--- config.mk ---
export PLATFORM = sky130hd
export DESIGN_NAME = rom_burst_writer
export DESIGN_NICKNAME = d
export VERILOG_FILES = /design/src/rtl/rom_burst_writer.sv
export SDC_FILE = /design/constraint.sdc
export NUM_CORES = 2
export LEC_CHECK = 0
export CORE_MARGIN = 8
export CORE_UTILIZATION = 55
export DETAILED_ROUTE_END_ITERATION = 8
export GPL_ROUTABILITY_DRIVEN = 0
export PLACE_DENSITY = 0.75
export RECOVER_POWER = 25
export SYNTH_ARGS = -nofsm -noshare
export SYNTH_HDL_FRONTEND = slang
export SYNTH_SLANG_ARGS = --single-unit
--- constraint.sdc ---
create_clock -name clk -period 4.4 [get_ports clk]
set_input_delay 0.66 -clock clk [delete_from_list [all_inputs] [get_ports clk]]
set_output_delay 0.66 -clock clk [all_outputs]
set_load 0.05 [all_outputs]
--- src/rtl/rom_burst_writer.sv ---
// rom_burst_writer: writable 256x8 table loaded by burst commands over a
// valid/ready byte stream, with the same gated combinational read port as
// the lookup ROM it complements.
module rom_burst_writer #(
  parameter int unsigned ADDR_W = 8,
  parameter int unsigned DATA_W = 8
) (
  input  logic              clk,
  input  logic              rst_n,
  input  logic              cmd_valid,
  output logic              cmd_ready,
  input  logic [ADDR_W-1:0] cmd_addr,
  input  logic [ADDR_W-1:0] cmd_len,
  input  logic              wr_valid,
  output logic              wr_ready,
  input  logic [DATA_W-1:0] wr_data,
  output logic              busy,
  output logic              done,
  output logic [ADDR_W:0]   wr_count,
  input  logic [ADDR_W-1:0] rd_addr,
  input  logic              ce,
  input  logic              read_en,
  output logic [DATA_W-1:0] rd_data
);

  localparam int unsigned DEPTH = 1 << ADDR_W;
  localparam logic [ADDR_W-1:0] PTR_ONE = {{(ADDR_W-1){1'b0}}, 1'b1};
  localparam logic [ADDR_W:0]   CNT_ONE = {{ADDR_W{1'b0}}, 1'b1};

  typedef enum logic [1:0] {
    S_IDLE  = 2'd0,
    S_WRITE = 2'd1,
    S_DONE  = 2'd2
  } state_t;

  state_t             r_state;
  state_t             w_state_nxt;
  logic [ADDR_W-1:0]  r_ptr;
  logic [ADDR_W:0]    r_remaining;
  logic [ADDR_W:0]    r_wr_count;
  logic [DATA_W-1:0]  r_mem [DEPTH];
  logic               w_cmd_fire;
  logic               w_wr_fire;
  logic               w_last_byte;

  assign w_cmd_fire  = cmd_valid && cmd_ready;
  assign w_wr_fire   = wr_valid && wr_ready;
  assign w_last_byte = (r_remaining == CNT_ONE);
  assign wr_count    = r_wr_count;

  // State register
  always_ff @(posedge clk or negedge rst_n) begin
    if (!rst_n) begin
      r_state <= S_IDLE;
    end else begin
      r_state <= w_state_nxt;
    end
  end

  // Next-state logic: a burst ends on the byte accepted with one remaining
  always_comb begin
    w_state_nxt = r_state;
    unique case (r_state)
      S_IDLE:  if (w_cmd_fire) w_state_nxt = S_WRITE;
      S_WRITE: if (w_wr_fire && w_last_byte) w_state_nxt = S_DONE;
      S_DONE:  w_state_nxt = S_IDLE;
      default: w_state_nxt = S_IDLE;
    endcase
  end

  // Handshake and status outputs decoded purely from state
  always_comb begin
    cmd_ready = 1'b0;
    wr_ready  = 1'b0;
    busy      = 1'b0;
    done      = 1'b0;
    unique case (r_state)
      S_IDLE:  cmd_ready = 1'b1;
      S_WRITE: begin
        wr_ready = 1'b1;
        busy     = 1'b1;
      end
      S_DONE:  done = 1'b1;
      default: cmd_ready = 1'b0;
    endcase
  end

  // Burst bookkeeping: pointer, bytes remaining (9-bit so 256 fits), count
  always_ff @(posedge clk or negedge rst_n) begin
    if (!rst_n) begin
      r_ptr       <= '0;
      r_remaining <= '0;
      r_wr_count  <= '0;
    end else if (w_cmd_fire) begin
      r_ptr       <= cmd_addr;
      r_remaining <= {1'b0, cmd_len} + CNT_ONE;
      r_wr_count  <= '0;
    end else if (w_wr_fire) begin
      r_ptr       <= r_ptr + PTR_ONE;
      r_remaining <= r_remaining - CNT_ONE;
      r_wr_count  <= r_wr_count + CNT_ONE;
    end
  end

  // Storage array: deliberately not reset so contents survive rst_n
  always_ff @(posedge clk) begin
    if (w_wr_fire) begin
      r_mem[r_ptr] <= wr_data;
    end
  end

  // Gated combinational read, zero when not enabled
  always_comb begin
    rd_data = '0;
    if (ce && read_en) begin
      rd_data = r_mem[rd_addr];
    end
  end

endmodule
==> results.py <==
metrics = {
    "place": {
        "dpl.hpwl_um": 137200,
        "place_area_um2": 86410,
        "numPortBuffers": 58,
        "dp_slack_ns": -0.1335,
    },
    "routing": {
        "firstDrtPassIters": 8,
        "drt_iter0_drc": 6416,
        "ant_nets": 0,
        "wl_per_cell_um": 32.78,
        "drcViolationCount": 0,
        "vias_per_cell": 6.718,
        "routed_wl_um": 216800,
        "vias": 44430,
    },
    "sta": {
        "relSlewSlack": -2.117,
        "fmax_mhz": 223.3,
        "setup_viol": 1,
        "maxSlewViolCount": 952,
        "clock_skew_ns": 0.04636,
        "worst_slew_pin_slew_ns": 4.675,
        "final-hold-violation-count": 0,
        "fin_crit_ns": 4.477,
        "finalCritPeriodShare": 1.018,
        "setup_slack_ns": -0.07745,
    },
    "cts": {
        "htreeDepth": 4,
        "clk_latency_ns": 0.84,
        "clock_sinks": 2076,
        "tritoncts": "done",
        "cts-root-buf": "clkbuf_16",
        "cts_buffer_depth": 3,
        "ctsHoldBuffers": 0,
        "post_cts_buffers": 0,
        "path_clk_slew_ns": 0.06,
        "cts_buffers": 198,
    },
    "synthesis": {
        "syn_area_per_cell_um2": 19.83,
        "synth-edff-count": 2048,
        "ys_warn_count": 0,
        "synthCells": 4159,
        "synth_area_um2": 82470,
        "ys_seq_elements": 2076,
        "yosysTopAreaCellShare": 0.7457,
        "seq_area_frac_synth": 0.7542,
        "ys_types": 81,
        "synthesis.nets": 4205,
        "yosysTopAreaCell": "edfxtp_1",
        "ys.flop_type": "edfxtp_1",
        "synthTopCellsByArea": "edfxtp_1 75%, mux4_2 9.5%, mux2i_1 3.2%",
        "async_flop_share": 0.01349,
    },
    "cells_and_area": {
        "area_delta_synth_final_pct": 12.22,
        "layout-drive-gt1-share": 0.2110,
        "mostFrequentLayoutCells": "2048 x edfxtp_1, 349 x mux4_2, 315 x nor2_1",
        "postLayoutCellArea_um2": 92560,
        "final_common_cell": "edfxtp_1",
        "layout.nets": 4481,
    },
    "floorplanning": {
        "io_pins": 59,
        "die_x_um": 403.2,
        "dieArea_um2": 162600,
        "row_count": 142,
        "design.core.area_um2": 149400,
        "die_height_um": 403.2,
        "initial_core_util": 0.5520,
    },
    "status": {
        "outcome": "finished with violations",
        "violations": "capacitance limit, slew limit, setup timing",
    },
    "worst_setup_path": {
        "crit_fanout": 49,
        "cp.arrival_ns": 3.82,
        "critPathCaptureType": "output pin",
        "critPathKind": "input pin to output pin",
        "cp.required_ns": 3.74,
        "critPathLaunchType": "input pin",
    },
    "global_routing": {
        "grt_overflow": 0,
        "antenna_found_initial": 3,
        "grt_max_degree": 130,
        "grtUsageTotal": 0.2615,
        "grt_pass1_vias": 42830,
        "grt_pass1_wl_um": 307900,
    },
    "power_and_ir_drop": {
        "p_leak_uw": 0.02951,
        "powerDensity_nw_per_um2": 456.5,
        "vdd_drop_max_v": 0.0004333,
    },
    "job": {
        "cap_violations": 11,
    },
    "min_path": {
        "hp-class": "input pin to register",
    },
}
[flip-flops by register name, indices dropped and copies added, names as in the netlist]
signal / cells
r_mem: 2048
r_ptr: 8
r_state: 2
r_remaining: 9
wr_count: 9
[where the power goes]
part	leakage (uW)	total (uW)	switching, uW	internal (uW)
Combinational	0.00773	3530	2440	1090
Clock	0.00303	16500	7290	9190
Sequential	0.0188	22200	215	22000
Total	0.0295	42300	9940	32300
[metrics by stage]
step / instances / TNS (ns) / total power [uW] / utilization / hold slack [ns]
2_1_floorplan: 4159 / 0 / 24430 / - / 0.3644
3_3_place_gp: 6251 / -0.1931 / 26010 / 0.5783 / 0.4942
3_5_place_dp: 6251 / -0.1822 / 26070 / 0.5783 / 0.4946
4_1_cts: 6608 / 0 / 42240 / 0.6200 / 0.1753
5_1_grt: 6608 / -0.08600 / 43190 / 0.6193 / 0.3935
6_report: 6614 / -0.07745 / 42260 / 0.6194 / 0.4098
[final timing paths]
| kind | from | depth (start not counted) | end | slack [ns] |
|---|---|---|---|---|
| min in group asynchronous | rst_n | 2 | r_ptr[4] | 0.76 |
| max in group asynchronous | rst_n | 2 | wr_count[6] | 2.69 |
| hold reg to reg | r_remaining[3] | 2 | r_remaining[3] | 0.52 |
| setup reg to reg | r_ptr[4] | 3 | r_mem[227][3] | 1.10 |
| hold / removal | cmd_addr[3] | 3 | r_ptr[3] | 0.41 |
| setup / recovery | rd_addr[2] | 10 | rd_data[4] | -0.08 |
[layer usage]
metal	up-vias	part of all wire	track usage
li1	17790	-	-
met1	22760	0.36	0.3609
met2	3287	0.46	0.3936
met3	595	0.13	0.07781
met4	2	0.048	0.1087
met5	-	0.000092	0
[cells by family (layout without fill, tap and decap cells)]
group / Yosys count / count (layout) / synth area share
compound gates: 439 / 439 / 0.03784
simple gates: 670 / 670 / 0.03788
buf+inv: 277 / 710 / 0.02479
other cells: 0 / 6 / 0
xor+xnor: 17 / 17 / 0.001805
mux: 672 / 672 / 0.1423
flops: 2076 / 2076 / 0.7542
fa+ha+maj: 8 / 8 / 0.001214
[layout make-up]
cell class                 count  area, um^2
inverter                       9       36.28
multi-input combinational   1806       18300
clock inverter               117        1065
sequential                  2076       62200
antenna                        6       15.01
timing repair buffer         344        3281
tap                         2016        2522
clock buffer                 240        5134
fill                        9952       56870
[worst max-delay path, stage by stage]
cell and delay, ns:
buf_2 0.26, buf_12 0.35, nand2b_1 0.18, o22ai_1 0.42, nor3_1 0.12, o21ai_0 0.58
nand4_1 0.54, o22ai_4 0.32, buf_4 0.19, buf_12 0.13
[synthesized netlist by cell type (6+ instances only)]
| master | count |
|---|---|
| nand3_1 | 51 |
| buf_4 | 49 |
| o211ai_1 | 7 |
| o21ai_0 | 75 |
| a21oi_1 | 47 |
| a211oi_1 | 26 |
| o31ai_1 | 7 |
| nand2_1 | 92 |
| a22oi_1 | 16 |
| mux4_1 | 38 |
| o221ai_1 | 79 |
| a221o_1 | 6 |
| buf_6 | 37 |
| ha_1 | 8 |
| xor2_1 | 12 |
| nor2_1 | 315 |
| nor3_1 | 70 |
| buf_8 | 12 |
| a211o_1 | 7 |
| mux4_2 | 349 |
| a221oi_1 | 9 |
| buf_1 | 10 |
| a32oi_1 | 11 |
| a31oi_1 | 7 |
| buf_2 | 33 |
| and3_1 | 7 |
| clkbuf_1 | 97 |
| inv_1 | 8 |
| nor2b_1 | 13 |
| nor4_1 | 17 |
| nand2b_1 | 7 |
| nand4_1 | 30 |
| or3_1 | 16 |
| and2_1 | 13 |
| dfrtp_1 | 28 |
| mux2_2 | 19 |
| o22ai_1 | 102 |
| buf_12 | 19 |
| mux2i_1 | 266 |
| edfxtp_1 | 2048 |
[what timing repair did]
item,4_1_cts,5_1_grt
pin swaps,0,4
endpoints found under the hold margin,0,0
setup endpoints to repair,4,5
resized for setup,7,9
No activity file was read; power rests on OpenSTA's default activity.
